### config.mk
export PLATFORM = sky130hd
export DESIGN_NAME = i2s_rx
export DESIGN_NICKNAME = d
export VERILOG_FILES = /design/src/rtl/opl3_pkg.sv /design/src/rtl/synchronizer.sv /design/src/rtl/i2s_rx.sv
export SDC_FILE = /design/constraint.sdc
export NUM_CORES = 1
export LEC_CHECK = 0
export BUFFER_PORTS_ARGS = -buffer_cell sky130_fd_sc_hd__buf_4
export CAP_MARGIN = 20
export CORE_UTILIZATION = 55
export DETAILED_ROUTE_END_ITERATION = 16
export PLACE_DENSITY_LB_ADDON = 0.15
export SKIP_LAST_GASP = 1
export SLEW_MARGIN = 20
export SYNTH_ARGS = -nofsm -noshare
export SYNTH_HDL_FRONTEND = slang
export SYNTH_HIERARCHICAL = 1
export SYNTH_SLANG_ARGS = --single-unit
export TNS_END_PERCENT = 5
### constraint.sdc
create_clock -name clk -period 7.65 [get_ports clk]
set_input_delay 1.53 -clock clk [delete_from_list [all_inputs] [get_ports clk]]
set_output_delay 1.53 -clock clk [all_outputs]
set_load 0.02 [all_outputs]
### src/rtl/opl3_pkg.sv
// Shared types and constants for the synth audio path.
// Holds the default sample width and the I2S receiver FSM states.
package opl3_pkg;

  localparam int SAMPLE_WIDTH = 16;

  typedef enum logic [1:0] {
    HUNT  = 2'd0,
    LEFT  = 2'd1,
    RIGHT = 2'd2
  } i2s_rx_state_t;

endpackage

### src/rtl/synchronizer.sv
// Multi-bit flop-chain synchronizer for slow asynchronous inputs.
// Each bit is synchronized independently; equal depth keeps relative skew.
module synchronizer #(
  parameter int WIDTH  = 1,
  parameter int STAGES = 2
) (
  input  logic             clk,
  input  logic             reset_n,
  input  logic [WIDTH-1:0] d_i,
  output logic [WIDTH-1:0] q_o
);

  logic [STAGES-1:0][WIDTH-1:0] sync_q;

  always_ff @(posedge clk or negedge reset_n) begin
    if (!reset_n) begin
      sync_q <= '0;
    end else begin
      sync_q <= {sync_q[STAGES-2:0], d_i};
    end
  end

  assign q_o = sync_q[STAGES-1];

endmodule

### src/rtl/i2s_rx.sv
// Philips I2S receiver: oversamples sclk in the clk domain and
// delivers signed left/right pairs with a one-cycle valid pulse.
module i2s_rx #(
  parameter int SAMPLE_WIDTH = opl3_pkg::SAMPLE_WIDTH,
  parameter int SYNC_STAGES  = 2
) (
  input  logic                           clk,
  input  logic                           reset_n,
  input  logic                           i2s_sclk,
  input  logic                           i2s_ws,
  input  logic                           i2s_sd,
  output logic signed [SAMPLE_WIDTH-1:0] left_channel,
  output logic signed [SAMPLE_WIDTH-1:0] right_channel,
  output logic                           sample_valid,
  output logic                           word_err
);

  import opl3_pkg::*;

  localparam int SW = SAMPLE_WIDTH;
  localparam int CW = $clog2(SW + 3);
  localparam logic [CW-1:0] CNT_FULL = CW'(SW);
  localparam logic [CW-1:0] CNT_SAT  = CW'(SW + 1);

  logic [2:0] sync_s;
  logic       sclk_s, ws_s, sd_s;

  synchronizer #(
    .WIDTH  (3),
    .STAGES (SYNC_STAGES)
  ) u_sync (
    .clk     (clk),
    .reset_n (reset_n),
    .d_i     ({i2s_sclk, i2s_ws, i2s_sd}),
    .q_o     (sync_s)
  );

  assign {sclk_s, ws_s, sd_s} = sync_s;

  i2s_rx_state_t state_q, state_d;
  logic          sclk_prev_q;
  logic          ws_prev_q, ws_prev_d;
  logic [CW-1:0] bit_cnt_q, bit_cnt_d;
  logic [SW-1:0] shreg_q, shreg_d;
  logic [SW-1:0] hold_q, hold_d;
  logic [SW-1:0] left_q, left_d;
  logic [SW-1:0] right_q, right_d;
  logic          valid_q, valid_d;
  logic          err_q, err_d;

  logic          rise, boundary;
  logic [SW-1:0] shreg_sh, word;
  logic [CW-1:0] nbits;
  logic          word_bad;

  assign rise     = sclk_s & ~sclk_prev_q;
  assign boundary = rise & (ws_s != ws_prev_q);

  // The boundary bit is the LSB of the ending word, so fold it in first.
  always_comb begin
    shreg_sh = shreg_q;
    if (bit_cnt_q < CNT_FULL) begin
      shreg_sh = {shreg_q[SW-2:0], sd_s};
    end
    nbits    = bit_cnt_q + 1'b1;
    word_bad = (nbits != CNT_FULL);
    word     = shreg_sh;
    if (nbits < CNT_FULL) begin
      word = shreg_sh << (CNT_FULL - nbits);
    end
  end

  always_comb begin
    state_d   = state_q;
    ws_prev_d = ws_prev_q;
    bit_cnt_d = bit_cnt_q;
    shreg_d   = shreg_q;
    hold_d    = hold_q;
    left_d    = left_q;
    right_d   = right_q;
    valid_d   = 1'b0;
    err_d     = err_q;
    if (rise) begin
      ws_prev_d = ws_s;
      if (boundary) begin
        bit_cnt_d = '0;
        shreg_d   = '0;
        unique case (state_q)
          HUNT: begin
            if (!ws_s) state_d = LEFT;
          end
          LEFT: begin
            state_d = RIGHT;
            hold_d  = word;
            err_d   = err_q | word_bad;
          end
          RIGHT: begin
            state_d = LEFT;
            left_d  = hold_q;
            right_d = word;
            valid_d = 1'b1;
            err_d   = err_q | word_bad;
          end
          default: state_d = HUNT;
        endcase
      end else begin
        shreg_d = shreg_sh;
        if (bit_cnt_q != CNT_SAT) bit_cnt_d = bit_cnt_q + 1'b1;
      end
    end
  end

  always_ff @(posedge clk or negedge reset_n) begin
    if (!reset_n) begin
      state_q     <= HUNT;
      sclk_prev_q <= 1'b0;
      ws_prev_q   <= 1'b0;
      bit_cnt_q   <= '0;
      shreg_q     <= '0;
      hold_q      <= '0;
      left_q      <= '0;
      right_q     <= '0;
      valid_q     <= 1'b0;
      err_q       <= 1'b0;
    end else begin
      state_q     <= state_d;
      sclk_prev_q <= sclk_s;
      ws_prev_q   <= ws_prev_d;
      bit_cnt_q   <= bit_cnt_d;
      shreg_q     <= shreg_d;
      hold_q      <= hold_d;
      left_q      <= left_d;
      right_q     <= right_d;
      valid_q     <= valid_d;
      err_q       <= err_d;
    end
  end

  assign left_channel  = left_q;
  assign right_channel = right_q;
  assign sample_valid  = valid_q;
  assign word_err      = err_q;

endmodule

# Word level (Yosys, flattened, before mapping)
# Cells that the tools add are included.
# W data, S select, Z words.
# word_totals
rom_bits,0
regBits,81
latchBits,0
mem_bits_rw,0
n_memories,0
input_bits,5
elab_cells,45
# classes
n_addsub,2
multipliers,0
n_mux,10
n_div,0
reduce_logical,8
n_eq_ne,6
n_lt_le_gt_ge,2
shift,1
n_bitwise,4
# op_table
op,count
$mux W16,3
$shl A16 B5 Y16,1
$reduce_and A3 Y1,4
$lt A5 B5 Y1 const B,2
$mux W5,2
$ne A5 B5 Y1 const B,2
$pmux W2 S3,1
$add A5 B1 Y5 const B,1
$sub A5 B5 Y5 const A,1
$mux W1,3
$and A1 B1 Y1,2
$eq A2 B1 Y1 const B,1
$eq A2 B2 Y1 const B,1
$logic_not A2 Y1,1
$mux W2,1
$ne A2 B2 Y1 const B,1
$reduce_and A2 Y1,1
$reduce_bool A2 Y1,1
$reduce_or A2 Y1,1
$ne A1 B1 Y1,1
$not A1 Y1,1
$or A1 B1 Y1,1

# Longest topological paths before layout
# logic_depth
word_depth,5
depth_mapped,13

# Cells and area by module
# The synthesis kept the hierarchy.
# by_module_without_submodules
module,n_inst,cells_per_inst,area_per_inst_um2
i2s_rx,1,428,4201.5
synchronizer,1,9,172.7

# Worst setup path before layout
# No wires, ideal clock.
# synth_timing
kind,register -> register
from,register bit_cnt_q[0]
to,register hold_q[13]
synth_period_minus_slack_ns,2.623
arrival_time_ns,2.486
stages_incl_launch_ff,12
setup_slack_ns,5.027
path_cell_list,dfrtp_1 buf_2 buf_2 buf_2 a21oi_1 nor3b_1 ha_1 inv_1 a22oi_1 a211oi_2 a221oi_1 o21ai_0
# synth_between
elab_chain_len,4
# synth_rtl
item,line_no,source
from (decl),i2s_rx.sv:43,"logic [CW-1:0] bit_cnt_q, bit_cnt_d;"
from (signal assigned),i2s_rx.sv:129,bit_cnt_q <= bit_cnt_d;
$add A5 B1 Y5 or $lt A5 B5 Y1 (tied branches),"i2s_rx.sv:65, i2s_rx.sv:62",
$sub A5 B5 Y5 or $mux W16 (tied branches),"i2s_rx.sv:69, i2s_rx.sv:62",
$shl A16 B5 Y16,i2s_rx.sv:69,word = shreg_sh << (CNT_FULL - nbits);
$mux W16 (*),i2s_rx.sv:68,if (nbits < CNT_FULL) begin
to (signal assigned),i2s_rx.sv:131,hold_q <= hold_d;
to (decl),i2s_rx.sv:45,"logic [SW-1:0] hold_q, hold_d;"
# Mark *: on every way between the ends. The rest lies on a longest branch, timed or not.
# A chain may end at the register's enable or synchronous reset.

# Final worst setup path
# layout_timing
from,register bit_cnt_q[1]
to,register hold_q[0]
# Same word-level chain as after synthesis.

==> results.tsv <==
stage	metric	value	unit
outcome	outcome	completed	
die	# rows	32	
worst_setup_path	worst setup path end	hold_q[0]$_DFFE_PN0P_	
cts	Sinks on Clock Net	81	
worst_setup_path	crit-path max FO	23	
worst_setup_path	Worst EP arrival	3630	ps
route	vias post-DR	3397	
die	Initial Utilization	56.6	%
cts	Clk Latency, worst-skew pair	350	ps
min_path	hold crit path type	reg -> reg	
worst_setup_path	R2R depth	8	
global_routing	global-route usage over all layers	24.4	%
die	die height	91.2	microns
die	IO Pins	39	
yosys	post-synth top area share	46.3	%
cts	Post-CTS Resized	0	
timing	Final Hold Viols	0	
yosys	synthesized area	4370	sq um
placed_design	HPWL after detailed placement	6690	microns
yosys	Yosys warning total	6	
finish	Area Growth Syn to Fin	10.0	%
die	full die area	8310	sq um
power	Final Power	1320	uW
cts	cts hold-fix bufs	0	
timing	Tmin final	3390	ps
yosys	EDFF count, synth	0	
die	Chip Width	91.2	microns
finish	layout cell share with drive strength beyond 1	18.8	%
power	PwrDens	274	nW/um^2
placed_design	port buffer count	38	
finish	ANT cells	0	
worst_setup_path	Setup CP Type	reg -> reg	
worst_setup_path	crit end category	register	
route	DRC	0	
power	Peak VDD IR	99.6	uV
placed_design	final RePlAce weighted congestion	0.934	
yosys	Synth top cells by count	93 x nand2_1, 81 x dfrtp_1, 28 x o21ai_0	
timing	worst slew pin tran	1050	ps
cts	H-tree lvl count	3	
worst_setup_path	Levels on crit path	8	
finish	Multi-input gate area	2150	sq um
worst_setup_path	CP max stage cell	ha_1	
global_routing	vias in the first global route	3216	
cts	clock-pin slew on the worst setup and hold paths	80	ps
global_routing	largest net degree at the start of global routing	82	
die	Placeable Area	7730	sq um
route	drt total wl	9470	microns
global_routing	first-pass GRT wire length	16000	microns
worst_setup_path	Worst Setup Start Kind	register	
route	Detailed Routing Iterations Pass 1	5	
worst_setup_path	worst reg2reg startpoint	bit_cnt_q[1]$_DFFE_PN0P_	
cts	total CTS buffers	9	
global_routing	initial antenna violation count	0	
finish	NumNets Final	470	
run	max-cap violations	0	
timing	clock skew	12.1	ps
finish	fill count	680	
yosys	most common cell in the netlist	nand2_1	
yosys	Synth area leader	dfrtp_1	
cts	CTS max path bufs	2	
timing	Final setup violation count	0	
worst_setup_path	CP startpoint	bit_cnt_q[1]$_DFFE_PN0P_	
timing	period utilisation layout	44.2	%
yosys	top post-synthesis cells by area	dfrtp_1 46%, nand2_1 8.0%, mux4_2 6.2%	
route	via/cell ratio	6.02	
yosys	Cell variety after synth	49	
worst_setup_path	Buf+Inv Stages, Crit Path	1	
worst_setup_path	reg2reg setup slack	4260	ps
cts	CTS tree	built	
yosys	Seq cells post-synth	81	
yosys	sequential fraction of the synthesis area	46.3	%
yosys	Top FF cell, synth	dfrtp_1	
power	Lkg Pwr	0.00212	uW
min_path	hold path depth	0	
route	Antenna Nets Post-Route	0	
worst_setup_path	Critical Path, Cell by Cell	inv_1 > ha_1 > nor2b_1 > a21oi_1 > o211ai_1 > a211oi_2 > a31oi_1 > o31ai_1	
timing	RSZ-0062 raised after global routing	false	
route	1st-iter DRT viols	263	
finish	sequential cell area	2030	sq um
worst_setup_path	RR Endpoint	hold_q[0]$_DFFE_PN0P_	
worst_setup_path	worst stage delay on the critical path	840	ps
timing	final-report max-slew violation count	0	
global_routing	total gr overflow	0	
yosys	ys async rst share	100	%
route	drt wl/cell	16.8	microns
worst_setup_path	critical path data required time	7890	ps
cts	clock root cell	clkbuf_8	
timing	setup tns final	0	ps
yosys	post-synthesis average cell area	10.0	sq um
worst_setup_path	Top Family by Delay on Critical Path	compound AO/OA/AOI/OAI gates	
yosys	Mapped Nets	449	
timing	f_max	295	MHz
yosys	post-synthesis instance total	437	
cts	setup bufs post-CTS	0	
timing	Slew HR	30.3	%
==> per-stage QoR <==
step	std cells	setup WS, ps	hold WS [ps]	area (sq um)	util, %
after CTS	564	4290	358	4810	62.2
after floorplan	437	5030	331	4370	-
after global placement	549	4390	331	4650	60.2
final	564	4260	354	4810	62.3
after global routing	564	3940	372	4810	62.3
after detailed placement	549	4300	338	4650	60.2
==> logic make-up after synthesis <==
| logic type | share of synthesized area, % |
|---|---|
| XOR/XNOR | 1.00 |
| multiplexers | 16.1 |
| flip-flops | 46.3 |
| adder cells (fa/ha/maj) | 2.00 |
| buffers and inverters | 4.55 |
| AO/OA/AOI/OAI | 15.7 |
| AND/OR/NAND/NOR | 14.3 |
==> layer usage <==
| metal | wire [microns] | vias to the layer above | track usage [%] |
|---|---|---|---|
| li1 | - | 1615 | - |
| met1 | 4490 | 1657 | 34.6 |
| met2 | 4250 | 105 | 38.3 |
| met3 | 487 | 20 | 3.52 |
| met4 | 230 | 0 | 9.52 |
| met5 | 0 | - | 0 |
==> flip-flops by register name, indices dropped and copies added (netlist names), 2 cells and up <==
name	count
bit_cnt_q	5
hold_q	16
left_channel	16
right_channel	16
shreg_q	16
state_q	2
u_sync/q_o	3
u_sync/sync_q	3
==> worst min path at each step <==
stage / startpoint / end / slack (ps)
floorplan: u_sync/sync_q[0]$_DFF_PN0_ / u_sync/q_o[0]$_DFF_PN0_ / 330
global placement: u_sync/sync_q[1]$_DFF_PN0_ / u_sync/q_o[1]$_DFF_PN0_ / 330
detailed placement: u_sync/sync_q[1]$_DFF_PN0_ / u_sync/q_o[1]$_DFF_PN0_ / 340
CTS: u_sync/sync_q[2]$_DFF_PN0_ / u_sync/q_o[2]$_DFF_PN0_ / 360
global route: u_sync/sync_q[0]$_DFF_PN0_ / u_sync/q_o[0]$_DFF_PN0_ / 370
finish: u_sync/sync_q[2]$_DFF_PN0_ / u_sync/q_o[2]$_DFF_PN0_ / 350
==> placed cells by master, fill, tap and decap left out, drive strengths merged, types with 10 or more instances in the layout <==
| cell type | n |
|---|---|
| a22o | 10 |
| o21ai | 28 |
| clkbuf | 10 |
| o31ai | 14 |
| mux2i | 28 |
| mux2 | 13 |
| mux4 | 12 |
| dfrtp | 81 |
| a21oi | 22 |
| nand2 | 93 |
| buf | 41 |
| nor3 | 12 |
| nor2 | 17 |
==> layout make-up <==
| cell class | instances | area share, % |
|---|---|---|
| Clock buffer | 10 | 2.65 |
| Clock inverter | 5 | 0.702 |
| Inverter | 10 | 0.780 |
| Multi-Input combinational cell | 315 | 44.6 |
| Sequential cell | 81 | 42.1 |
| Tap cell | 102 | 2.65 |
| Timing Repair Buffer | 41 | 6.47 |
==> where the power goes <==
part	total (uW)	switching (uW)	leakage, uW	internal (uW)
Clock	266	150	0.0000781	115
Sequential	551	52.3	0.00109	499
Combinational	502	303	0.000958	199
Total	1320	505	0.00212	813
(Power assumes the default switching activity.)
